<file path="src/rtl/delay_scan_pkg.sv">
// Shared definitions for the delay scan controller: FSM state encoding and error codes.
package delay_scan_pkg;

    typedef enum logic [2:0] {
        ST_IDLE   = 3'd0,
        ST_PROG   = 3'd1,
        ST_SETTLE = 3'd2,
        ST_TRIG   = 3'd3,
        ST_WAITLO = 3'd4,
        ST_WAITHI = 3'd5,
        ST_NEXT   = 3'd6,
        ST_DONE   = 3'd7
    } state_t;

    localparam logic [1:0] ERR_OK  = 2'd0;
    localparam logic [1:0] ERR_OVF = 2'd1;
    localparam logic [1:0] ERR_TMO = 2'd2;
    localparam logic [1:0] ERR_ABT = 2'd3;

endpackage

</file>
<file path="src/rtl/scan_timer.sv">
// Loadable down-counter with zero flag, shared by settle wait and ready timeout.
// Latency: load takes effect next cycle; zero is combinational from the count; no backpressure.
// Decrement saturates at zero.
module scan_timer #(
    parameter int W = 8
) (
    input  logic         clk,
    input  logic         res_n,
    input  logic         load,
    input  logic         dec,
    input  logic [W-1:0] load_val,
    output logic         zero
);

    logic [W-1:0] cnt;

    always_ff @(posedge clk or negedge res_n) begin
        if (!res_n) begin
            cnt <= '0;
        end else if (load) begin
            cnt <= load_val;
        end else if (dec && (cnt != '0)) begin
            cnt <= cnt - W'(1);
        end
    end

    assign zero = (cnt == '0);

endmodule

</file>
<file path="src/rtl/delay_scan_controller.sv">
// Steps the delay-chip code through a programmed range, running the TDC sequencer at each point.
// Latency: start -> first del_set 2 cycles; seq_ready high -> next del_set 2 cycles; npoints=0 -> done 2 cycles.
// Backpressure: per run waits seq_ready low then high, bounded by TIMEOUT. Option macro: DELAY_SCAN_REPEAT_EN.
module delay_scan_controller
    import delay_scan_pkg::*;
#(
    parameter int DW      = 10,
    parameter int NW      = 10,
    parameter int SW      = 8,
    parameter int TIMEOUT = 4096
) (
    input  logic          clk,
    input  logic          res_n,
    input  logic          start,
    input  logic          abort,
    input  logic [DW-1:0] cfg_first,
    input  logic [DW-1:0] cfg_step,
    input  logic [NW-1:0] cfg_npoints,
    input  logic          cfg_sel,
    input  logic [SW-1:0] cfg_settle,
`ifdef DELAY_SCAN_REPEAT_EN
    input  logic [7:0]    cfg_repeat,
    output logic [7:0]    rep_idx,
`endif
    input  logic          seq_ready,
    output logic          del_set,
    output logic          del_sel,
    output logic [DW-1:0] del_d,
    output logic          seq_run,
    output logic          busy,
    output logic          done,
    output logic [1:0]    err,
    output logic [NW-1:0] point_idx
);

    localparam int TCW = $clog2(TIMEOUT + 1);
    localparam int TW  = (TCW > SW) ? TCW : SW;
    localparam logic [TW-1:0] TMO_LOAD = (TIMEOUT > 0) ? TW'(TIMEOUT - 1) : '0;

    state_t        state;
    logic [DW-1:0] sh_first;
    logic [DW-1:0] sh_step;
    logic [NW-1:0] sh_npoints;
    logic          sh_sel;
    logic [SW-1:0] sh_settle;
`ifdef DELAY_SCAN_REPEAT_EN
    logic [7:0]    sh_repeat;
`endif

    logic          tmr_load;
    logic          tmr_dec;
    logic [TW-1:0] tmr_val;
    logic          tmr_zero;
    logic          tmo_hit;
    logic          rep_more;
    logic          last_point;
    logic [NW:0]   idx_inc;
    logic [DW:0]   next_code;

    // One extra bit so an overflowing code is detected instead of wrapping.
    assign next_code  = {1'b0, del_d} + {1'b0, sh_step};
    assign idx_inc    = {1'b0, point_idx} + (NW + 1)'(1);
    assign last_point = (idx_inc == {1'b0, sh_npoints});
    assign tmo_hit    = (TIMEOUT != 0) && tmr_zero;

`ifdef DELAY_SCAN_REPEAT_EN
    assign rep_more = (rep_idx != sh_repeat);
`else
    assign rep_more = 1'b0;
`endif

    // The timer counts settle cycles after a set, then waited cycles across WAITLO+WAITHI.
    always_comb begin
        tmr_load = 1'b0;
        tmr_dec  = 1'b0;
        tmr_val  = TW'(sh_settle);
        case (state)
            ST_PROG, ST_NEXT: tmr_load = 1'b1;
            ST_TRIG: begin
                tmr_load = 1'b1;
                tmr_val  = TMO_LOAD;
            end
            ST_SETTLE, ST_WAITLO, ST_WAITHI: tmr_dec = 1'b1;
            default: ;
        endcase
    end

    scan_timer #(.W(TW)) u_timer (
        .clk      (clk),
        .res_n    (res_n),
        .load     (tmr_load),
        .dec      (tmr_dec),
        .load_val (tmr_val),
        .zero     (tmr_zero)
    );

    always_ff @(posedge clk or negedge res_n) begin
        if (!res_n) begin
            state      <= ST_IDLE;
            sh_first   <= '0;
            sh_step    <= '0;
            sh_npoints <= '0;
            sh_sel     <= 1'b0;
            sh_settle  <= '0;
`ifdef DELAY_SCAN_REPEAT_EN
            sh_repeat  <= '0;
            rep_idx    <= '0;
`endif
            del_set    <= 1'b0;
            del_sel    <= 1'b0;
            del_d      <= '0;
            seq_run    <= 1'b0;
            busy       <= 1'b0;
            done       <= 1'b0;
            err        <= ERR_OK;
            point_idx  <= '0;
        end else begin
            del_set <= 1'b0;
            seq_run <= 1'b0;
            done    <= 1'b0;
            // Abort pre-empts every pending strobe of the cycle it arrives in.
            if (abort && (state != ST_IDLE) && (state != ST_DONE)) begin
                err   <= ERR_ABT;
                state <= ST_DONE;
            end else begin
                case (state)
                    ST_IDLE: begin
                        if (start && !abort) begin
                            sh_first   <= cfg_first;
                            sh_step    <= cfg_step;
                            sh_npoints <= cfg_npoints;
                            sh_sel     <= cfg_sel;
                            sh_settle  <= cfg_settle;
`ifdef DELAY_SCAN_REPEAT_EN
                            sh_repeat  <= cfg_repeat;
                            rep_idx    <= '0;
`endif
                            err        <= ERR_OK;
                            point_idx  <= '0;
                            busy       <= 1'b1;
                            state      <= (cfg_npoints == '0) ? ST_DONE : ST_PROG;
                        end
                    end
                    ST_PROG: begin
                        del_set <= 1'b1;
                        del_d   <= sh_first;
                        del_sel <= sh_sel;
                        state   <= ST_SETTLE;
                    end
                    ST_SETTLE: begin
                        if (tmr_zero) state <= ST_TRIG;
                    end
                    ST_TRIG: begin
                        seq_run <= 1'b1;
                        state   <= ST_WAITLO;
                    end
                    ST_WAITLO: begin
                        if (!seq_ready) begin
                            state <= ST_WAITHI;
                        end else if (tmo_hit) begin
                            err   <= ERR_TMO;
                            state <= ST_DONE;
                        end
                    end
                    ST_WAITHI: begin
                        if (seq_ready) begin
                            state <= ST_NEXT;
                        end else if (tmo_hit) begin
                            err   <= ERR_TMO;
                            state <= ST_DONE;
                        end
                    end
                    ST_NEXT: begin
                        if (rep_more) begin
`ifdef DELAY_SCAN_REPEAT_EN
                            rep_idx <= rep_idx + 8'd1;
`endif
                            state   <= ST_TRIG;
                        end else if (last_point) begin
                            state <= ST_DONE;
                        end else if (next_code[DW]) begin
                            err   <= ERR_OVF;
                            state <= ST_DONE;
                        end else begin
                            // Programs the next point directly to keep ready->set at 2 cycles.
                            point_idx <= idx_inc[NW-1:0];
                            del_d     <= next_code[DW-1:0];
                            del_set   <= 1'b1;
`ifdef DELAY_SCAN_REPEAT_EN
                            rep_idx   <= '0;
`endif
                            state     <= ST_SETTLE;
                        end
                    end
                    ST_DONE: begin
                        done  <= 1'b1;
                        busy  <= 1'b0;
                        state <= ST_IDLE;
                    end
                    default: state <= ST_IDLE;
                endcase
            end
        end
    end

endmodule
</file>
<file path="config.mk">
export PLATFORM = sky130hd
export DESIGN_NAME = delay_scan_controller
export DESIGN_NICKNAME = d
export VERILOG_FILES = /design/src/rtl/delay_scan_pkg.sv /design/src/rtl/scan_timer.sv /design/src/rtl/delay_scan_controller.sv
export SDC_FILE = /design/constraint.sdc
export NUM_CORES = 1
export LEC_CHECK = 0
export ABC_AREA = 1
export BUFFER_PORTS_ARGS = -buffer_cell sky130_fd_sc_hd__buf_2
export CAP_MARGIN = 20
export CELL_PAD_IN_SITES_DETAIL_PLACEMENT = 0
export CELL_PAD_IN_SITES_GLOBAL_PLACEMENT = 1
export CORE_ASPECT_RATIO = 1.4
export CORE_MARGIN = 1
export CORE_UTILIZATION = 43
export CTS_BUF_LIST = sky130_fd_sc_hd__clkbuf_4 sky130_fd_sc_hd__clkbuf_8 sky130_fd_sc_hd__clkbuf_16
export CTS_CLUSTER_SIZE = 16
export DETAILED_ROUTE_END_ITERATION = 10
export GPL_TIMING_DRIVEN = 0
export PLACE_DENSITY = 0.88
export SLEW_MARGIN = 20
export SYNTH_ARGS = -nofsm -noshare
export SYNTH_HDL_FRONTEND = slang
export SYNTH_HIERARCHICAL = 1
export SYNTH_SLANG_ARGS = --single-unit
</file>
<file path="constraint.sdc">
create_clock -name clk -period 2.8 [get_ports clk]
set_clock_uncertainty 0.2 [all_clocks]
set_input_delay 0.28 -clock clk [delete_from_list [all_inputs] [get_ports clk]]
set_output_delay 0.28 -clock clk [all_outputs]
set_load 0.01 [all_outputs]
</file>
==> results.ini <==
[clock_tree]
cts_buffer_depth=2
cts_buffers=9
h-tree-depth=3
cts.reportedPaths.clkPinSlew_ns=0.07
clock_sinks=82
cts_root_buf=clkbuf_16
cts_tree=yes
clock_latency_ns=0.35
postCtsSetupBuffers=0

[setup_path]
r2r-end=u_timer/cnt[1]
r2r_setup_slack_ns=0.18
cp.required_ns=2.83
r2r-start=state[0]
worstSetupStartpointType=flip-flop
cpMostUsedCell=inv_1
cp_cell_sequence=nor2_1, inv_1, nor2_8, inv_1, o21ai_1, clkbuf_1, o21ai_0, nand2_1, o21ai_2
cp_slowest_stage_delay_ns=0.43
crit_arrival_ns=2.65
cp-end-kind=flip-flop
cpMaxStageDelayCell=dfrtp_1
critPathMaxFanout=15
worstRegToRegCells=9
critPathKind=reg2reg

[sta]
setup_viol=0
tightest_slew_ns=0.795
tns_ns=0
slew_violations=0
fin_crit_sh_pct=93.4
fin_crit_ns=2.62
fmax_mhz=382
fin_hold_ws_ns=0.00480
max_slew_margin_pct=46.8
hold_violations=0
rsz0062_at_grt=false

[final_layout]
fin_nets=812
register_area_mm2=0.00205
n_antenna_cell=0
multi_input_area_mm2=0.00260
final.fill_count=1069
postLayoutCoreUtil_pct=54.5
instances_no_fill=903
syn2layout_area_growth_pct=23.2
drive_gt1_share_pct=24.9

[global_route]
grt_max_degree=44
grt_pass1_wl_um=21100
grt_pass1_vias=4495
track_usage_pct=22.5
antenna_found_initial=0
grt_overflow=0

[yosys]
yosysWarnings=6
netlist.area_leader.share_pct=40.9
postSynthCellCount=642
synth_commonest_cells=nand2_1 (185), dfrtp_1 (82), inv_1 (64)
synth_area_leaders=dfrtp_1 (41%), nand2_1 (14%), mux2_2 (6.1%)
syn_area_mm2=0.00502
seq_area_frac_synth_pct=40.9
post-synth-top-count-cell=nand2_1
syn_avg_cell_area_um2=7.82
synthArstFlopShare_pct=100
synth_edf_count=0
ys_seq_elements=82
synthFlopType=dfrtp_1
ys_types=40
yosysTopAreaCell=dfrtp_1
syn_nets=700

[power_and_ir_drop]
finalPower_uw=6670
internal_power_uw=3780
vdd_ir_drop_max_mv=0.603
p_leak_uw=0.00316
pwr-share-comb_pct=50.6
switchingPower_uw=2890
p_seq_share_pct=31.1
swShare_pct=43.4
pwr-share-clk_pct=18.3
power.density_mw_per_mm2=1080

[placement]
dp_cells=857
hpwlAfterDp_um=9180
place_congestion=0.894
io_buffers=70

[detailed_routing]
drc=0
first_pass_iters=5
avgRoutedWirePerCell_um=13.8
wl_um=12500
initialDrtViolationCount=187
antenna_left=0
viasPerCell=5.06
routed-via-count=4572

[die]
fp-row-count=46
start_util_pct=44.3
die_area_mm2=0.0121
io_pins=71
fp.dieW_um=93.3
fp.dieH_um=130
core-area_mm2=0.0113

[worst_hold_path]
hold_end=sh_npoints[3]
holdPathStages=3
min_from=cfg_npoints[3]
hp-class=in2reg

[status]
status=completed

[flow_run]
drv_cap=0

worst max-delay path by stage:
stage	startpoint	endpoint	slack, ns	depth (start not counted)
global route	point_idx[1]	del_d[4]	0.02	12
finish	state[0]	u_timer/cnt[1]	0.18	9
detailed placement	state[1]	u_timer/cnt[4]	0.02	13
global placement	state[1]	u_timer/cnt[4]	0.02	13
CTS	del_d[0]	del_d[9]	0.19	11
floorplan	del_d[0]	point_idx[0]	0.52	11
worst max-delay path, delay by kind of cell (launching register included):
kind	cells	cell delay, ns
buffers and inverters	3	0.84
AOI/OAI and AO/OA	3	0.53
and+or+nand+nor	3	0.50
DFF	1	0.43
routing by layer:
metal | GRT usage, % | vias up | part of all wire [%]
li1 | - | 2297 | -
met1 | 27.7 | 2142 | 43
met2 | 39.7 | 116 | 51
met3 | 3.09 | 17 | 3.6
met4 | 9.05 | 0 | 1.9
met5 | 0 | - | 0
cell type report:
class / count / area share (%)
clock inverter: 5 / 0.870
tap: 144 / 2.91
inverter: 69 / 4.19
sequential: 82 / 33.2
multi-input combinational: 475 / 42.1
buffer: 15 / 1.72
clock buffer: 11 / 3.99
timing repair buffer: 102 / 11.1
cell families after synthesis:
family                     share of synthesized area, %
and+or+nand+nor                                    32.6
buffers and inverters                              7.36
DFF                                                40.9
AOI/OAI and AO/OA                                  8.65
muxes                                              6.06
adders and majority gates                          3.64
xor gates and xnor gates                          0.698
other                                            0.0747
metrics by stage:
stage | instance area [um2] | setup WS, ns
finish | 6180 | 0.184
CTS | 6180 | 0.192
detailed placement | 5570 | 0.0169
global route | 6180 | 0.0248
floorplan | 5020 | 0.521
global placement | 5550 | 0.0173
placed cells by master (no fill, tap or decap), types with 14 or more instances in the layout:
| cell | count |
|---|---|
| nand3_1 | 54 |
| a21oi_1 | 22 |
| dfrtp_1 | 81 |
| inv_1 | 64 |
| dlygate4sd3_1 | 31 |
| nor2_1 | 52 |
| o21ai_0 | 22 |
| o21ai_2 | 14 |
| buf_2 | 73 |
| mux2_2 | 27 |
| nand2_1 | 185 |
state kept, by name (all words and copies together), names as in the netlist:
name and flops:
err 2, sh_npoints 10, point_idx 10, done 1
sh_sel 1, del_sel 1, sh_first 10, sh_step 10
del_set 1, sh_settle 8, u_timer/cnt 13, del_d 10
state 3, busy 1, seq_run 1
repair_timing:
item / CTS / global route
hold buffers: 31 / 0
hold endpoints to repair: 72 / 0
setup endpoints to repair: 1 / 3
gates resized for setup: 0 / 3
power by group through the flow:
| stage | Clock [uW] | Sequential, uW | Combinational, uW |
|---|---|---|---|
| final | 1220 | 2080 | 3380 |
| after global routing | 1290 | 2140 | 3850 |
| after CTS | 1240 | 2070 | 3370 |
| after detailed placement | 0 | 2090 | 3330 |
| after global placement | 0 | 2070 | 3270 |
| after floorplan | 0 | 2040 | 2540 |
Power figures use the tool's default switching activity.
